$ cat config.mk
export PLATFORM = sky130hd
export DESIGN_NAME = cv32e40p_irq_gateway
export DESIGN_NICKNAME = d
export VERILOG_FILES = /design/src/rtl/cv32e40p_pkg.sv /design/src/rtl/cv32e40p_irq_sync.sv /design/src/rtl/cv32e40p_irq_gateway.sv
export SDC_FILE = /design/constraint.sdc
export NUM_CORES = 1
export LEC_CHECK = 0
export ABC_AREA = 1
export BUFFER_PORTS_ARGS = -buffer_cell sky130_fd_sc_hd__buf_4
export CAP_MARGIN = 20
export CORE_ASPECT_RATIO = 1.2
export CORE_MARGIN = 1
export CORE_UTILIZATION = 40
export DETAILED_ROUTE_END_ITERATION = 8
export GPL_ROUTABILITY_DRIVEN = 1
export PLACE_DENSITY = 0.66
export SYNTH_ARGS = -nofsm -noshare
export SYNTH_HDL_FRONTEND = slang
export SYNTH_SLANG_ARGS = --single-unit
$ cat constraint.sdc
create_clock -name clk -period 1.2 [get_ports clk]
set_input_delay 0.36 -clock clk [delete_from_list [all_inputs] [get_ports clk]]
set_output_delay 0.36 -clock clk [all_outputs]
set_load 0.01 [all_outputs]
$ cat src/rtl/cv32e40p_pkg.sv
// Shared constants and types for the cv32e40p interrupt front-end.
package cv32e40p_pkg;

  // Default synchronizer depth for the interrupt gateway.
  localparam int unsigned IRQ_GW_SYNC_STAGES_DEFAULT = 2;

  // Interrupt lines implemented by the core.
  // These are the software, timer and external lines (3, 7, 11) plus the fast lines 16..31.
  localparam logic [31:0] IRQ_MASK = 32'hFFFF_0888;

  // Per-line trigger mode.
  typedef enum logic {
    IRQ_TRIG_LEVEL = 1'b0,
    IRQ_TRIG_EDGE  = 1'b1
  } irq_trig_e;

endpackage

$ cat src/rtl/cv32e40p_irq_sync.sv
// Multi-bit flop synchronizer for asynchronous interrupt lines.
// Each bit is synchronized independently; there is no cross-bit coherence.
module cv32e40p_irq_sync #(
  parameter int unsigned WIDTH  = 1,
  parameter int unsigned STAGES = 2
) (
  input  logic             clk,
  input  logic             rst,
  input  logic [WIDTH-1:0] d,
  output logic [WIDTH-1:0] q
);

  logic [STAGES-1:0][WIDTH-1:0] stage_q;

  // Shift the raw lines through STAGES flops; reset clears the whole chain.
  always_ff @(posedge clk) begin
    if (rst) begin
      stage_q <= '0;
    end else begin
      stage_q[0] <= d;
      for (int s = 1; s < STAGES; s++) begin
        stage_q[s] <= stage_q[s-1];
      end
    end
  end

  assign q = stage_q[STAGES-1];

endmodule

$ cat src/rtl/cv32e40p_irq_gateway.sv
// Interrupt gateway: synchronizes external lines, turns edge lines into sticky
// pending bits (cleared by core ack or software), and passes level lines through.
module cv32e40p_irq_gateway
  import cv32e40p_pkg::*;
#(
  parameter int unsigned NUM_IRQ     = 32,
  parameter int unsigned SYNC_STAGES = IRQ_GW_SYNC_STAGES_DEFAULT,
  parameter logic [31:0] GW_MASK     = IRQ_MASK
) (
  input  logic               clk,
  input  logic               rst,
  input  logic [NUM_IRQ-1:0] irq_raw_i,
  input  logic [NUM_IRQ-1:0] trig_edge_i,
  input  logic               irq_ack_i,
  input  logic [4:0]         irq_ack_id_i,
  input  logic               sw_set_i,
  input  logic               sw_clr_i,
  input  logic [4:0]         sw_id_i,
  output logic [NUM_IRQ-1:0] irq_o,
  output logic [NUM_IRQ-1:0] overrun_o
);

  localparam logic [NUM_IRQ-1:0] LINE_MASK  = GW_MASK[NUM_IRQ-1:0];
  localparam int unsigned        ARM_CYCLES = SYNC_STAGES + 1;

  logic [NUM_IRQ-1:0] sync_q;
  logic [NUM_IRQ-1:0] hist_q;
  logic [NUM_IRQ-1:0] trig_q;
  logic [NUM_IRQ-1:0] pend_q;
  logic [NUM_IRQ-1:0] ovr_q;
  logic [NUM_IRQ-1:0] pend_d;
  logic [NUM_IRQ-1:0] ovr_d;
  logic [NUM_IRQ-1:0] rise;
  logic [NUM_IRQ-1:0] mode_chg;
  logic [2:0]         warm_q;
  logic               armed;

  // Masked lines enter the synchronizer as 0 so they read 0 everywhere downstream.
  cv32e40p_irq_sync #(
    .WIDTH  (NUM_IRQ),
    .STAGES (SYNC_STAGES)
  ) u_sync (
    .clk (clk),
    .rst (rst),
    .d   (irq_raw_i & LINE_MASK),
    .q   (sync_q)
  );

  // After reset the synchronizer refills one cycle ahead of the history register.
  // Edge detection stays disarmed until both have caught up, so a line that was
  // already high across reset is never mistaken for a fresh rising edge.
  assign armed    = (warm_q == 3'(ARM_CYCLES));
  assign mode_chg = (trig_edge_i ^ trig_q) & LINE_MASK;
  assign rise     = sync_q & ~hist_q & ~mode_chg & {NUM_IRQ{armed}};

  for (genvar i = 0; i < NUM_IRQ; i++) begin : g_line
    if (LINE_MASK[i]) begin : g_impl
      logic edge_line;
      logic set_hit;
      logic clr_hit;
      logic sw_clr_hit;

      assign edge_line  = (irq_trig_e'(trig_q[i]) == IRQ_TRIG_EDGE);
      assign sw_clr_hit = sw_clr_i && (sw_id_i == 5'(i));
      assign set_hit    = rise[i] || (sw_set_i && (sw_id_i == 5'(i)));
      assign clr_hit    = (irq_ack_i && (irq_ack_id_i == 5'(i))) || sw_clr_hit;

      // Set beats clear so an edge arriving with its own ack is not lost.
      assign pend_d[i] = (mode_chg[i] || !edge_line) ? 1'b0 :
                         set_hit                     ? 1'b1 :
                         clr_hit                     ? 1'b0 : pend_q[i];

      // Overrun only when an edge lands on a pending line that is not being cleared.
      assign ovr_d[i]  = (mode_chg[i] || !edge_line)      ? 1'b0 :
                         (rise[i] && pend_q[i] && !clr_hit) ? 1'b1 :
                         sw_clr_hit                        ? 1'b0 : ovr_q[i];
    end else begin : g_unimpl
      assign pend_d[i] = 1'b0;
      assign ovr_d[i]  = 1'b0;
    end
  end

  // Register history, trigger mode, pending/overrun state and the warm-up counter.
  always_ff @(posedge clk) begin
    if (rst) begin
      hist_q <= '0;
      trig_q <= '0;
      pend_q <= '0;
      ovr_q  <= '0;
      warm_q <= '0;
    end else begin
      hist_q <= sync_q;
      trig_q <= trig_edge_i & LINE_MASK;
      pend_q <= pend_d;
      ovr_q  <= ovr_d;
      if (!armed) begin
        warm_q <= warm_q + 3'd1;
      end
    end
  end

  assign irq_o     = (trig_q & pend_q) | (~trig_q & sync_q);
  assign overrun_o = ovr_q;

endmodule

==> impl_metrics.json, run 1 <==
{
  "grt_usage_pct": 19.04,
  "cp_slowest_cell": "dfxtp_2",
  "start_kind": "flip-flop",
  "cts_buffer_depth": 2,
  "r2r_start": "warm_q[0]",
  "overflow": 0,
  "clkSinkCount": 117,
  "grt-busiest-layer": "met2",
  "drive_gt1_share_pct": 40.61,
  "tns_ps": -7568,
  "syn_avg_cell_area_um2": 7.192,
  "final_hold_viol_count": 0,
  "violations": "negative setup slack",
  "insertion_delay_ps": 410,
  "cp.arrival_ps": 1090,
  "num-fill-cells": 1146,
  "min_period_ps": 1449,
  "maxSlewViolCount": 0,
  "syn_area_um2": 5192,
  "placedCellCount": 986,
  "maxCapViolCount": 0,
  "fmax_mhz": 690.3,
  "ys_ff_latch": 117,
  "clock_skew_ps": 8.926,
  "via_count": 4766,
  "cts.clk_slew.worst_paths_ps": 60,
  "leakagePower_nw": 3.444,
  "grt_pass1_vias": 4353,
  "final.period_utilization_pct": 120.7,
  "end_kind": "output port",
  "use_met2_pct": 32.45,
  "power_mw": 10.20,
  "max-vdd-ir-drop_mv": 0.7225,
  "synth_cells": 722,
  "initial_core_util_pct": 40.99,
  "place_hpwl_um": 8413,
  "path_max_fanout": 3,
  "yosysSeqAreaShare_pct": 45.11,
  "critPathLaunch": "trig_q[3]",
  "utilization_pct": 59.82,
  "yosys.cell_types.count": 25,
  "grt_pass1_wl_um": 19990,
  "worstSetupPathType": "flip-flop to output port",
  "fin_nets": 976,
  "use_met3_pct": 4.214,
  "io_pins": 143,
  "cts_max_level": 4,
  "layoutNonFillerInstCount": 1053,
  "rows": 45,
  "grt_max_degree": 25,
  "port_buffers": 90,
  "finalWirelength_um": 12580,
  "finalSetupViolCount": 70,
  "powerDensity_nw_per_um2": 1345,
  "finalWorstSetupSlack_ps": -248.6,
  "antenna_found_initial": 0,
  "gp_congestion": 0.8024,
  "yosysWarnings": 0,
  "cp.required_ps": 840,
  "die_h_um": 126.8,
  "min_from": "irq_raw_i[31]",
  "cts_root_buf": "clkbuf_16",
  "rsz0062_at_grt": "yes",
  "slowest_delay_ps": 360,
  "antenna_cells": 0,
  "status": "complete, but fails checks",
  "hold_path_class": "primary input to flip-flop",
  "die_w_um": 106.0,
  "final_area_um2": 7579,
  "cts_buffers": 17,
  "area_delta_synth_final_pct": 45.95,
  "drc_errors": 0,
  "placed_area_um2": 6173,
  "core_um2": 12670,
  "met1_usage_pct": 22.24,
  "first_iter_violations": 165,
  "wl_per_cell_um": 11.95,
  "cp_cell_sequence": "nand2_1, o21ai_2, buf_4",
  "die_area_um2": 13440,
  "antenna_left": 0,
  "cts_tree": "built",
  "drt_pass1_iterations": 4,
  "vias_per_cell": 4.526
}
## Yosys cell counts, drive strengths merged
cell type    n  area [um2]
nor2       138       543.0
inv        135       506.7
nand2      130       495.5
dfxtp      117        2342
nand3       60       305.3
buf         39       275.3
o21ai       35       175.2
a21oi       22       117.6
ha          21       262.8
nand3b      13       97.59
nand4        5       31.28
clkbuf       3       11.26
nor3         2       21.27
clkinv       1       3.750
conb         1       3.750
## cells by family after synthesis
kind of cell               count (synthesis)  share of synthesized area, %
and+or+nand+nor                          348                         28.77
DFF                                      117                         45.11
AOI/OAI and AO/OA                         57                         5.639
adders and majority gates                 21                         5.060
other                                      1                       0.07222
buffers and inverters                    178                         15.35
## sequential cells by signal, summed over array words and instances, names as in the netlist
| signal | count |
|---|---|
| pend_q | 19 |
| u_sync.stage_q | 19 |
| u_sync.q | 19 |
| overrun_o | 19 |
| warm_q | 3 |
| trig_q | 19 |
| hist_q | 19 |
## layout make-up
class | count | area, um2 | share of cell area, %
well taps | 164 | 205.2 | 2.708
repair buffers | 152 | 1335 | 17.62
inverters | 136 | 510.5 | 6.736
clock buffers | 17 | 425.4 | 5.613
flip-flops and latches | 117 | 2442 | 32.23
multi-input cells | 452 | 2501 | 33.00
clock inverters | 15 | 158.9 | 2.097
## per-stage QoR
stage,hold slack (ps),setup WS (ps)
2_1_floorplan,388.3,-4.898
3_3_place_gp,389.6,-96.01
3_5_place_dp,392.3,-134.3
4_1_cts,137.3,-255.3
5_1_grt,145.7,-295.1
6_report,147.7,-248.6
## layout by cell type, fill, tap and decap left out
master and n:
buf_4 121, inv_6 1, nor2_2 5, inv_1 112
nand3_4 11, buf_6 23, ha_4 2, dfxtp_2 77
dfxtp_1 39, nor2_4 3, nand2_2 18, clkinv_4 4
o21ai_1 14, bufinv_16 2, clkinv_1 1, inv_2 23
nand2_4 3, conb_1 26, nor3_1 1, nand3b_1 13
dfxtp_4 1, o21ai_2 19, nand4_1 5, buf_12 7
a21oi_2 6, nand2_1 109, nor2_1 130, o21ai_0 2
a21oi_1 16, nand3_2 8, buf_16 1, clkinvlp_4 6
clkinv_2 2, nor3_4 1, nand3_1 41, clkbuf_16 17
ha_1 19
## repair_timing
item / in CTS / in global routing
resized for setup: 160 / 79
endpoints found under the setup margin: 74 / 79
cloned: 1 / 0
hold buffers: 0 / 0
buffers inserted: 17 / 21
pin swaps: 40 / 32
## critical path: cells and delay by family, from the launching register on
kind                   cells  cell delay, ps
buffers and inverters      1             150
AO/OA/AOI/OAI              1              90
flip-flops                 1             360
AND/OR/NAND/NOR            1              80
## power by group
part	internal (mW)	total, mW	leakage [nW]	switching [mW]
clock network	3.06	4.95	0.267	1.89
registers	4.03	4.12	0.991	0.0878
logic	0.529	1.12	2.19	0.594
## per-layer routing
layer | part of all wire, % | up-vias
li1 | - | 2477
met1 | 43 | 2150
met2 | 51 | 116
met3 | 3.9 | 23
met4 | 2.5 | 0
met5 | 0 | -
## path summary, 6_finish.rpt
kind	end	slack, ps	depth (start not counted)
hold / removal	u_sync.stage_q[31]	150	3
setup / recovery	irq_o[3]	-250	3
hold reg to reg	u_sync.q[30]	390	2
setup reg to reg	overrun_o[28]	-240	7
Power figures use the tool's default switching activity.
==> inputs of run 2 (changes only) <==
--- a/config.mk
+++ b/config.mk
@@ -13,7 +13,8 @@
 export CORE_UTILIZATION = 40
 export DETAILED_ROUTE_END_ITERATION = 8
 export GPL_ROUTABILITY_DRIVEN = 1
-export PLACE_DENSITY = 0.66
+export PLACE_DENSITY = 0.65
 export SYNTH_ARGS = -nofsm -noshare
 export SYNTH_HDL_FRONTEND = slang
+export SYNTH_HIERARCHICAL = 1
 export SYNTH_SLANG_ARGS = --single-unit
==> run 2 against run 1 <==
Against the previous run: the run still ends with negative setup slack left; sequential power increased by 23%; total power grew 15%; setup slack worse by 26 ps; cell count is 12% higher; critical endpoint is now irq_o[18]; register-to-register slack improved by 60 ps.
==> impl_metrics.json, run 2 <==
{
  "route.met2.wl_um": 7133,
  "end_kind": "output port",
  "cp.required_ps": 840,
  "wl_per_cell_um": 11.85,
  "slowest_delay_ps": 330,
  "cp.depth": 4,
  "die_w_um": 114.9,
  "fmax_mhz": 678.2,
  "final.period_utilization_pct": 122.9,
  "yosysSeqAreaShare_pct": 46.75,
  "place_hpwl_um": 9433,
  "synth_edf_count": 0,
  "grt_pass1_wl_um": 22140,
  "hold_path_class": "primary input to flip-flop",
  "powerDensity_nw_per_um2": 1361,
  "start_kind": "flip-flop",
  "maxCapViolCount": 0,
  "synth_cells": 813,
  "via_count": 5143,
  "rows": 49,
  "final_hold_viol_count": 0,
  "path_max_fanout": 3,
  "seqCellArea_um2": 2973,
  "grt_pass1_vias": 4842,
  "pre_cts_slack_ps": -233.0,
  "die_area_um2": 15810,
  "area_delta_synth_final_pct": 40.85,
  "cp_cell_sequence": "nand2_1, o21ai_2, buf_4, buf_6",
  "synth_top_area_share_pct": 46.75,
  "top_layer_used": "met4",
  "min_period_ps": 1474,
  "antenna_left": 0,
  "async_reset_ff_share_pct": 0,
  "rsz0062_at_grt": "yes",
  "final_common_cell": "nor2_1",
  "grt_max_degree": 63,
  "cts_root_buf": "clkbuf_16",
  "r2r_start": "warm_q[1]",
  "cts_max_level": 4,
  "drt_pass1_iterations": 5,
  "insertion_delay_ps": 420,
  "yosysMostFrequentCell": "nor2_1",
  "first_iter_violations": 222,
  "cp_slowest_cell": "dfxtp_2",
  "wl_met3_um": 667,
  "num-fill-cells": 1335,
  "syn_area_um2": 6123,
  "min_from": "irq_raw_i[17]",
  "cp.arrival_ps": 1110,
  "yosys.cell_types.count": 27,
  "clock_skew_ps": 6.500,
  "max-vdd-ir-drop_mv": 0.9320,
  "worst-path-buf-inv": 2,
  "path_delay_family": "flip-flops",
  "overflow": 0,
  "drt-met1-wl_um": 5922,
  "maxSlewViolCount": 0,
  "fin_nets": 1067,
  "port_buffers": 103,
  "ys_ff_latch": 143,
  "vias_per_cell": 4.344,
  "leakagePower_nw": 3.831,
  "yosysTopAreaCell": "dfxtp_1",
  "finalWirelength_um": 14030,
  "status": "complete, but fails checks",
  "layout_common_cells": "nor2_1 (162), buf_4 (134), inv_1 (123), dfxtp_2 (85), nand2_1 (79)",
  "violations": "negative setup slack",
  "io_pins": 143,
  "grt_usage_pct": 18.24,
  "syn_avg_cell_area_um2": 7.532,
  "synthTopCellsByCount": "nor2_1 (165), inv_1 (150), dfxtp_1 (143), nand2_1 (95), nand3_1 (74)",
  "synth_area_leaders": "dfxtp_1 (47%), nor2_1 (10%), inv_1 (9.2%)",
  "worstSetupPathType": "flip-flop to output port",
  "yosysWarnings": 6,
  "finalWorstSetupSlack_ps": -274.4,
  "antenna_cells": 0,
  "placedCellCount": 1111,
  "cts_buffers": 17,
  "drive_gt1_share_pct": 41.94,
  "die_h_um": 137.5,
  "core_um2": 14960,
  "cts_buffer_depth": 2,
  "clkSinkCount": 143,
  "cts_tree": "built",
  "rr_worst_depth": 8,
  "multiInputGateArea_um2": 2695,
  "antenna_found_initial": 0,
  "hold_depth": 3,
  "ys_dominant_reg_cell": "dfxtp_1",
  "cts.clk_slew.worst_paths_ps": 60,
  "finalSetupViolCount": 73,
  "critPathLaunch": "trig_q[18]",
  "initial_core_util_pct": 40.93,
  "layoutNonFillerInstCount": 1184,
  "gp_congestion": 0.7835,
  "drc_errors": 0
}
## run 2: cells by family (layout without fill, tap and decap cells)
family / count (synthesis) / count (layout) / synth area share, %
fa+ha+maj: 21 / 21 / 4.291
buf+inv: 219 / 361 / 17.57
flops: 143 / 143 / 46.75
simple gates: 362 / 362 / 25.46
compound gates: 66 / 66 / 5.721
other cells: 1 / 26 / 0.06124
xor+xnor: 1 / 1 / 0.1431
## run 2: final timing paths
kind              slack, ps                  to
setup reg to reg       -180       overrun_o[11]
hold / removal          140  u_sync/stage_q[17]
setup / recovery       -270           irq_o[18]
hold reg to reg         390        u_sync/q[26]
## run 2: what timing repair did
| item | in CTS | in global routing |
|---|---|---|
| hold buffers | 0 | 0 |
| resized for setup | 169 | 95 |
| setup buffers | 23 | 19 |
| pin swaps | 35 | 37 |
| setup endpoints to repair | 87 | 92 |
## run 2: final cells by class
cell class,instances,share of cell area (%)
clock buffer,18,4.976
clock inverter,14,1.944
inverter,152,6.615
multi-input combinational,476,31.25
sequential,143,34.47
tap,204,2.960
timing repair buffer,177,17.79
## run 2: per-stage QoR
| step | instance area (um2) | power [mW] | utilization [%] | TNS (ps) | hold slack, ps |
|---|---|---|---|---|---|
| after global routing | 8625 | 12.23 | 57.65 | -11450 | 131.0 |
| after floorplan | 6259 | 5.808 | - | -35.28 | 388.3 |
| final | 8625 | 11.74 | 57.65 | -6987 | 138.4 |
| after detailed placement | 7048 | 6.145 | 47.11 | -5195 | 393.9 |
| after CTS | 8220 | 11.70 | 54.95 | -7993 | 120.9 |
| after global placement | 7048 | 6.133 | 47.11 | -4440 | 389.1 |
## run 2: report_power, final
group | total (mW) | internal [mW] | switching, mW
Combinational | 1.37 | 0.645 | 0.724
Clock | 5.30 | 3.26 | 2.04
Sequential | 5.06 | 4.95 | 0.110
Total | 11.7 | 8.86 | 2.87
## run 2: per-layer routing
layer,vias up,GRT usage (%)
met5,-,0
met4,0,8.009
met3,24,4.267
met2,116,32.20
met1,2288,20.92
li1,2715,-
## run 2: worst register-to-register path, cell delays in order, from the launching register on
cell     delay [ps]
dfxtp_2         330
ha_4            160
ha_4            190
buf_6           130
buf_12          140
nand3_4          90
nor2_4           40
a21oi_2         130
nor2_1           50
